**src/rtl/irq_coalescing_controller_pkg.sv**
```systemverilog
// Shared types and default sizing for the interrupt coalescing controller.
package irq_ctrl_pkg;

  localparam int unsigned IRQ_NUM_SRC_DEF = 8;
  localparam int unsigned IRQ_CNT_W_DEF   = 8;
  localparam int unsigned IRQ_TMO_W_DEF   = 16;

  // Encoding is visible to software through the status CSR, keep it fixed.
  typedef enum logic [1:0] {
    IRQ_IDLE    = 2'd0,
    IRQ_COLLECT = 2'd1,
    IRQ_ASSERT  = 2'd2
  } irq_state_e;

endpackage

```
**src/rtl/irq_coalescing_controller_if.sv**
```systemverilog
// CSR-side bundle of the interrupt coalescing controller: configuration
// from the HPS (master) and status back from the controller (slave).
interface irq_coalescing_controller_if
  import irq_ctrl_pkg::*;
#(
  parameter int NUM_SRC = IRQ_NUM_SRC_DEF,
  parameter int CNT_W   = IRQ_CNT_W_DEF,
  parameter int TMO_W   = IRQ_TMO_W_DEF
) ();

  logic [NUM_SRC-1:0] src_edge_mode;
  logic [NUM_SRC-1:0] irq_enable;
  logic               clr_valid;
  logic [NUM_SRC-1:0] clr_mask;
  logic [CNT_W-1:0]   coalesce_thresh;
  logic [TMO_W-1:0]   coalesce_timeout;
  logic [NUM_SRC-1:0] pending;
  irq_state_e         irq_state;
  logic [CNT_W-1:0]   event_count;

  modport master (
    output src_edge_mode, irq_enable, clr_valid, clr_mask,
           coalesce_thresh, coalesce_timeout,
    input  pending, irq_state, event_count
  );

  modport slave (
    input  src_edge_mode, irq_enable, clr_valid, clr_mask,
           coalesce_thresh, coalesce_timeout,
    output pending, irq_state, event_count
  );

endinterface

```
**src/rtl/irq_coalescing_controller_src_cell.sv**
```systemverilog
// One interrupt source: edge/level capture into a sticky pending bit with
// write-1-to-clear. A set in the same cycle as a clear keeps the bit set.
module irq_src_cell (
  input  logic clk,
  input  logic reset,
  input  logic src_i,
  input  logic edge_mode_i,
  input  logic clr_i,
  output logic pending_o
);

  logic src_prev_q;
  logic pending_q;
  logic pending_d;
  logic set_evt;

  // Decide whether this cycle sets the pending bit and apply the clear.
  always_comb begin
    set_evt   = 1'b0;
    pending_d = pending_q;
    if (edge_mode_i) begin
      set_evt = src_i & ~src_prev_q;
    end else begin
      set_evt = src_i;
    end
    pending_d = set_evt | (pending_q & ~clr_i);
  end

  // Source history for edge detection and the pending latch itself.
  always_ff @(posedge clk or posedge reset) begin
    if (reset) begin
      src_prev_q <= 1'b0;
      pending_q  <= 1'b0;
    end else begin
      src_prev_q <= src_i;
      pending_q  <= pending_d;
    end
  end

  assign pending_o = pending_q;

endmodule

```
**src/rtl/irq_coalescing_controller.sv**
```systemverilog
// Aggregates NUM_SRC interrupt sources onto one HPS IRQ line, coalescing
// new enabled events by count threshold or by a timeout.
module irq_coalescing_controller
  import irq_ctrl_pkg::*;
#(
  parameter int NUM_SRC = IRQ_NUM_SRC_DEF,
  parameter int CNT_W   = IRQ_CNT_W_DEF,
  parameter int TMO_W   = IRQ_TMO_W_DEF
) (
  input  logic                        clk,
  input  logic                        reset,
  input  logic [NUM_SRC-1:0]          src_event_i,
  irq_coalescing_controller_if.slave  csr,
  output logic                        irq_to_hps_o
);

  localparam logic [CNT_W-1:0] CNT_MAX = {CNT_W{1'b1}};
  localparam logic [CNT_W-1:0] CNT_ONE = CNT_W'(1);

  logic [NUM_SRC-1:0] pending_s;
  logic [NUM_SRC-1:0] clr_s;
  logic [NUM_SRC-1:0] act;
  logic [NUM_SRC-1:0] act_q;
  logic               new_evt;
  logic [CNT_W-1:0]   thr_eff;
  logic [CNT_W-1:0]   cnt_inc;
  logic               tmo_hit;

  irq_state_e         state_q;
  logic               irq_q;
  logic [CNT_W-1:0]   cnt_q;
  logic [TMO_W-1:0]   timer_q;

  assign clr_s = csr.clr_mask & {NUM_SRC{csr.clr_valid}};

  for (genvar g = 0; g < NUM_SRC; g++) begin : g_src
    irq_src_cell u_cell (
      .clk         (clk),
      .reset       (reset),
      .src_i       (src_event_i[g]),
      .edge_mode_i (csr.src_edge_mode[g]),
      .clr_i       (clr_s[g]),
      .pending_o   (pending_s[g])
    );
  end

  // Active sources, event detection, effective threshold and timeout hit.
  always_comb begin
    act     = pending_s & csr.irq_enable;
    new_evt = |(act & ~act_q);
    if (csr.coalesce_thresh == {CNT_W{1'b0}}) begin
      thr_eff = CNT_ONE;
    end else begin
      thr_eff = csr.coalesce_thresh;
    end
    if (new_evt && (cnt_q != CNT_MAX)) begin
      cnt_inc = cnt_q + CNT_ONE;
    end else begin
      cnt_inc = cnt_q;
    end
    tmo_hit = (csr.coalesce_timeout != {TMO_W{1'b0}}) &&
              (timer_q == (csr.coalesce_timeout - TMO_W'(1)));
  end

  // Previous-cycle active set, so a rising bit is seen as a new event.
  always_ff @(posedge clk or posedge reset) begin
    if (reset) begin
      act_q <= {NUM_SRC{1'b0}};
    end else begin
      act_q <= act;
    end
  end

  // Coalescing FSM with its event counter, timer and registered IRQ output.
  always_ff @(posedge clk or posedge reset) begin
    if (reset) begin
      state_q <= IRQ_IDLE;
      irq_q   <= 1'b0;
      cnt_q   <= {CNT_W{1'b0}};
      timer_q <= {TMO_W{1'b0}};
    end else begin
      case (state_q)
        IRQ_IDLE: begin
          if (new_evt) begin
            cnt_q   <= cnt_inc;
            timer_q <= {TMO_W{1'b0}};
            if (thr_eff == CNT_ONE) begin
              state_q <= IRQ_ASSERT;
              irq_q   <= 1'b1;
            end else begin
              state_q <= IRQ_COLLECT;
              irq_q   <= 1'b0;
            end
          end else begin
            cnt_q <= {CNT_W{1'b0}};
            irq_q <= 1'b0;
          end
        end
        IRQ_COLLECT: begin
          timer_q <= timer_q + TMO_W'(1);
          if (act == {NUM_SRC{1'b0}}) begin
            state_q <= IRQ_IDLE;
            irq_q   <= 1'b0;
            cnt_q   <= {CNT_W{1'b0}};
          end else if ((cnt_inc >= thr_eff) || tmo_hit) begin
            state_q <= IRQ_ASSERT;
            irq_q   <= 1'b1;
            cnt_q   <= cnt_inc;
          end else begin
            cnt_q <= cnt_inc;
          end
        end
        IRQ_ASSERT: begin
          if (act == {NUM_SRC{1'b0}}) begin
            state_q <= IRQ_IDLE;
            irq_q   <= 1'b0;
            cnt_q   <= {CNT_W{1'b0}};
          end else begin
            cnt_q <= cnt_inc;
          end
        end
        default: begin
          state_q <= IRQ_IDLE;
          irq_q   <= 1'b0;
          cnt_q   <= {CNT_W{1'b0}};
          timer_q <= {TMO_W{1'b0}};
        end
      endcase
    end
  end

  assign irq_to_hps_o    = irq_q;
  assign csr.pending     = pending_s;
  assign csr.irq_state   = state_q;
  assign csr.event_count = cnt_q;

endmodule

```
**src/flat_wrapper.sv**
```systemverilog
// flat-port wrapper written by rule: the top's interface ports become plain ports
module irq_coalescing_controller_flat import irq_ctrl_pkg::*;
#(
  parameter int NUM_SRC = IRQ_NUM_SRC_DEF,
  parameter int CNT_W   = IRQ_CNT_W_DEF,
  parameter int TMO_W   = IRQ_TMO_W_DEF
)
  (clk, reset, src_event_i, irq_to_hps_o, csr_src_edge_mode, csr_irq_enable, csr_clr_valid, csr_clr_mask, csr_coalesce_thresh, csr_coalesce_timeout, csr_pending, csr_irq_state, csr_event_count);
  irq_coalescing_controller_if #(.NUM_SRC(NUM_SRC), .CNT_W(CNT_W), .TMO_W(TMO_W)) csr_i ();
  input  logic clk;
  input  logic reset;
  input  logic [NUM_SRC-1:0] src_event_i;
  output logic irq_to_hps_o;
  input wire logic [$bits(csr_i.src_edge_mode)-1:0] csr_src_edge_mode;
  input wire logic [$bits(csr_i.irq_enable)-1:0] csr_irq_enable;
  input wire logic [$bits(csr_i.clr_valid)-1:0] csr_clr_valid;
  input wire logic [$bits(csr_i.clr_mask)-1:0] csr_clr_mask;
  input wire logic [$bits(csr_i.coalesce_thresh)-1:0] csr_coalesce_thresh;
  input wire logic [$bits(csr_i.coalesce_timeout)-1:0] csr_coalesce_timeout;
  output wire logic [$bits(csr_i.pending)-1:0] csr_pending;
  output wire logic [$bits(csr_i.irq_state)-1:0] csr_irq_state;
  output wire logic [$bits(csr_i.event_count)-1:0] csr_event_count;
  assign csr_i.src_edge_mode = csr_src_edge_mode;
  assign csr_i.irq_enable = csr_irq_enable;
  assign csr_i.clr_valid = csr_clr_valid;
  assign csr_i.clr_mask = csr_clr_mask;
  assign csr_i.coalesce_thresh = csr_coalesce_thresh;
  assign csr_i.coalesce_timeout = csr_coalesce_timeout;
  assign csr_pending = csr_i.pending;
  assign csr_irq_state = csr_i.irq_state;
  assign csr_event_count = csr_i.event_count;
  irq_coalescing_controller #(.NUM_SRC(NUM_SRC), .CNT_W(CNT_W), .TMO_W(TMO_W)) u_core (.clk(clk), .reset(reset), .src_event_i(src_event_i), .csr(csr_i), .irq_to_hps_o(irq_to_hps_o));
endmodule
```
**config.mk**
```make
export PLATFORM = sky130hd
export DESIGN_NAME = irq_coalescing_controller_flat
export DESIGN_NICKNAME = d
export VERILOG_FILES = /design/src/rtl/irq_coalescing_controller_pkg.sv /design/src/rtl/irq_coalescing_controller_if.sv /design/src/rtl/irq_coalescing_controller_src_cell.sv /design/src/rtl/irq_coalescing_controller.sv /design/src/flat_wrapper.sv
export SDC_FILE = /design/constraint.sdc
export NUM_CORES = 1
export LEC_CHECK = 0
export ABC_AREA = 1
export ABC_CLOCK_PERIOD_IN_PS = 3300
export CORE_MARGIN = 2
export CORE_UTILIZATION = 50
export CTS_BUF_LIST = sky130_fd_sc_hd__clkbuf_4
export DETAILED_ROUTE_END_ITERATION = 8
export PLACE_DENSITY = 0.89
export SLEW_MARGIN = 10
export SYNTH_ARGS = -nofsm -noshare
export SYNTH_HDL_FRONTEND = slang
export SYNTH_SLANG_ARGS = --single-unit
```
**constraint.sdc**
```tcl
create_clock -name clk -period 3.3 [get_ports clk]
set_input_delay 0.33 -clock clk [delete_from_list [all_inputs] [get_ports clk]]
set_output_delay 0.33 -clock clk [all_outputs]
set_load 0.01 [all_outputs]
```
==> out/qor.txt <==
largest net degree at the start of global routing = 52
Final Cell Area = 4250 µm²
metal1 wirelength = 3200 µm
min-delay worst type = in -> reg
max_cap viols = 0
setup violators final = 0
Synth Area in Compound Gates = 9.28%
skew final = 0.0160 ns
GRT Overall Usage = 22.5%
CTS Sinks = 51
startpoint types = flip-flop
most frequent CP cell = nand2_1
Synth Instances = 459
drt initial violations = 152
die outline height = 86.4 µm
clock root buffer = clkbuf_4
H-tree Lvls = 2
Die W = 86.4 µm
GRT overflow = 0
Final Hold Fails = 0
CP max-delay cell = dfrtp_1
CORE AREA = 6680 µm²
pwr/cell area = 454 nW/µm²
Post-Synth XOR/XNOR Area = 7.22%
post-synthesis mux area share = 0%
Skew-Pair Late Insertion Delay = 0.37 ns
routability cong. = 0.899
WP buf/inv = 2
n_diodes = 0
Clk pin slew, worst setup/hold paths = 0.15 ns
largest family of logic cells by synthesized area = simple AND/OR/NAND/NOR gates
routed wl met3 = 538 µm
area leader, netlist = dfrtp_1
Setup TNS = 0 ns
Synth Area in Simple Gates = 30.0%
clock tree buffer depth = 2
register bit total from synthesis = 51
Cell variety after synth = 33
Crit path max-delay family = simple AND/OR/NAND/NOR gates
routed vias/inst = 5.18
critical path capture point type = flip-flop
Pre-Repair DR Iteration Count = 4
Fmax = 356 MHz
Final ANT Viol Nets = 0
Largest stage delay, worst path = 0.43 ns
outcome = finished clean
post-CTS sizing = 0
first-pass GRT wire length = 13,600 µm
WP data required = 3.58 ns
I/O pin cnt = 78
worst endpoint data arrival time = 3.09 ns
crit path max fanout = 8
post-DR wirelength/cell = 12.8 µm
Placed Area = 4200 µm²
Max Slew Vio Count = 0
VDD IR max = 0.000437 V
Syn Nets = 533
DR vias = 3,173
area share of the largest cell type after synthesis = 37.6%
Synth area leaders = dfrtp_1 (38%), nand2_1 (14%), inv_1 (7.7%)
met2 WL = 4000 µm
Synth warnings = 0
row cnt = 30
unrepaired setup endpoints after global routing = false
min cycle time layout = 2.81 ns
CTS Buf Count = 5
P&R area growth vs syn = 25.2%
Post-CTS Setup Bufs = 0
IO Port Bufs = 77
relative slew slack = 31.4%
Detail Placement HPWL = 6250 µm
DRT Wirelength = 7840 µm
WS Path Type = reg -> reg
CP cell instances = ha_1 -> nand4_1 -> nor2_1 -> nand2_1 -> nand2_1 -> inv_1 -> o21ai_0 -> inv_1 -> ha_1 -> a21oi_1 -> nand3_1 -> a21oi_1 -> nand2_2 -> nand4_1 -> nand2_1
post-cts hold buffer count = 0
Layout Nets = 606
antenna violations before repair = 0
DRC viols = 0
share of cells above drive strength 1 = 6.19%
worst slew pin tran = 1.03 ns
CTS tree = built
Seq/Total Area, Yosys = 37.6%
Post-Synth Adder-Cell Area = 5.52%
final critical-path share of the clock period = 85.1%
Post-Syn Area per Cell = 7.40 µm²
Die ar. = 7470 µm²
filler instances = 571
initial core utilization = 50.8%
vias in the first global route = 3,218
Mapped Area = 3400 µm²
Top Layer Used = met4
Lkg Pwr = 2.04 nW
-- flip-flops by register name, indices dropped and copies added, names as in the netlist --
signal	flops
u_core.csr.event_count	8
u_core.g_src.u_cell.pending_o	8
u_core.irq_to_hps_o	1
u_core.csr.irq_state	2
u_core.act_q	8
u_core.g_src.u_cell.src_prev_q	8
u_core.timer_q	16
-- power by group --
| group | switching (W) | total (W) | leakage, nW | internal, W |
|---|---|---|---|---|
| logic | 0.000481 | 0.000849 | 1.36 | 0.000368 |
| clock network | 0.000197 | 0.000289 | 0.0333 | 0.0000913 |
| registers | 0.0000877 | 0.000795 | 0.645 | 0.000707 |
| total | 0.000766 | 0.00193 | 2.04 | 0.00117 |
-- cells in the mapped netlist, drive strengths merged --
cell type	instances
a21oi	8
a22o	8
a31oi	1
a41o	1
buf	11
clkbuf	1
clkinv	1
dfrtp	51
ha	15
inv	72
nand2	130
nand3	25
nand3b	3
nand4	4
nor2	54
nor3	8
nor4	6
o21a	1
o21ai	17
o21bai	1
o22ai	4
o31ai	8
or2	1
xnor2	6
xor2	22
-- through the flow --
stage                     total power [W]  worst slack, ns  util [%]  hold slack (ns)  instances
after floorplan                   0.00133            0.873         -            0.361        459
after CTS                         0.00194            0.542      63.7            0.384        613
after global placement            0.00159            0.469      62.8            0.510        605
after detailed placement          0.00165            0.335      62.8            0.503        605
final                             0.00193            0.493      63.7            0.399        613
after global routing              0.00209            0.248      63.7            0.385        613
-- cells by family after synthesis --
logic type / after synthesis
xor gates and xnor gates: 28
DFF: 51
AOI/OAI and AO/OA: 49
buffers and inverters: 85
and+or+nand+nor: 231
adders and majority gates: 15
-- worst paths after layout --
kind                                                 from                                 to  slack (ns)  cells after the start
worst max register to register  u_core.csr.event_count[0]            u_core.csr.irq_state[0]        0.49                     15
worst min-delay path                       src_event_i[1]  u_core.g_src[1].u_cell.src_prev_q        0.40                      1
worst max-delay path            u_core.csr.event_count[0]            u_core.csr.irq_state[0]        0.49                     15
max in group asynchronous                           reset          u_core.csr.event_count[1]        2.15                      2
min in group asynchronous                           reset  u_core.g_src[1].u_cell.src_prev_q        0.50                      2
worst min register to register        u_core.irq_to_hps_o                u_core.irq_to_hps_o        0.55                      2
-- area by class of cell --
cell class	count	area [µm²]	share of cell area [%]
flip-flops and latches	51	1280	30.0
repair buffers	78	778	18.3
inverters	73	274	6.44
clock buffers	6	45.0	1.06
multi-input cells	323	1770	41.6
well taps	80	100	2.35
clock inverters	2	12.5	0.294
-- metal layers --
metal  up-vias  global-route usage [%]
li1       1592                       -
met3        13                    4.48
met5         -                       0
met4         0                    6.25
met2       119                    41.5
met1      1449                    26.3
-- cells in the final DEF (no fill, tap or decap), types with 13 or more instances in the layout --
cell             synthesis  final
dfrtp_1                 51     51
nor2_1                  43     43
clkdlybuf4s50_1          0     77
nand2_1                124    124
xor2_1                  22     22
ha_1                    15     15
o21ai_0                 13     13
nand3_1                 22     22
inv_1                   70     69
Power figures use the tool's default switching activity.
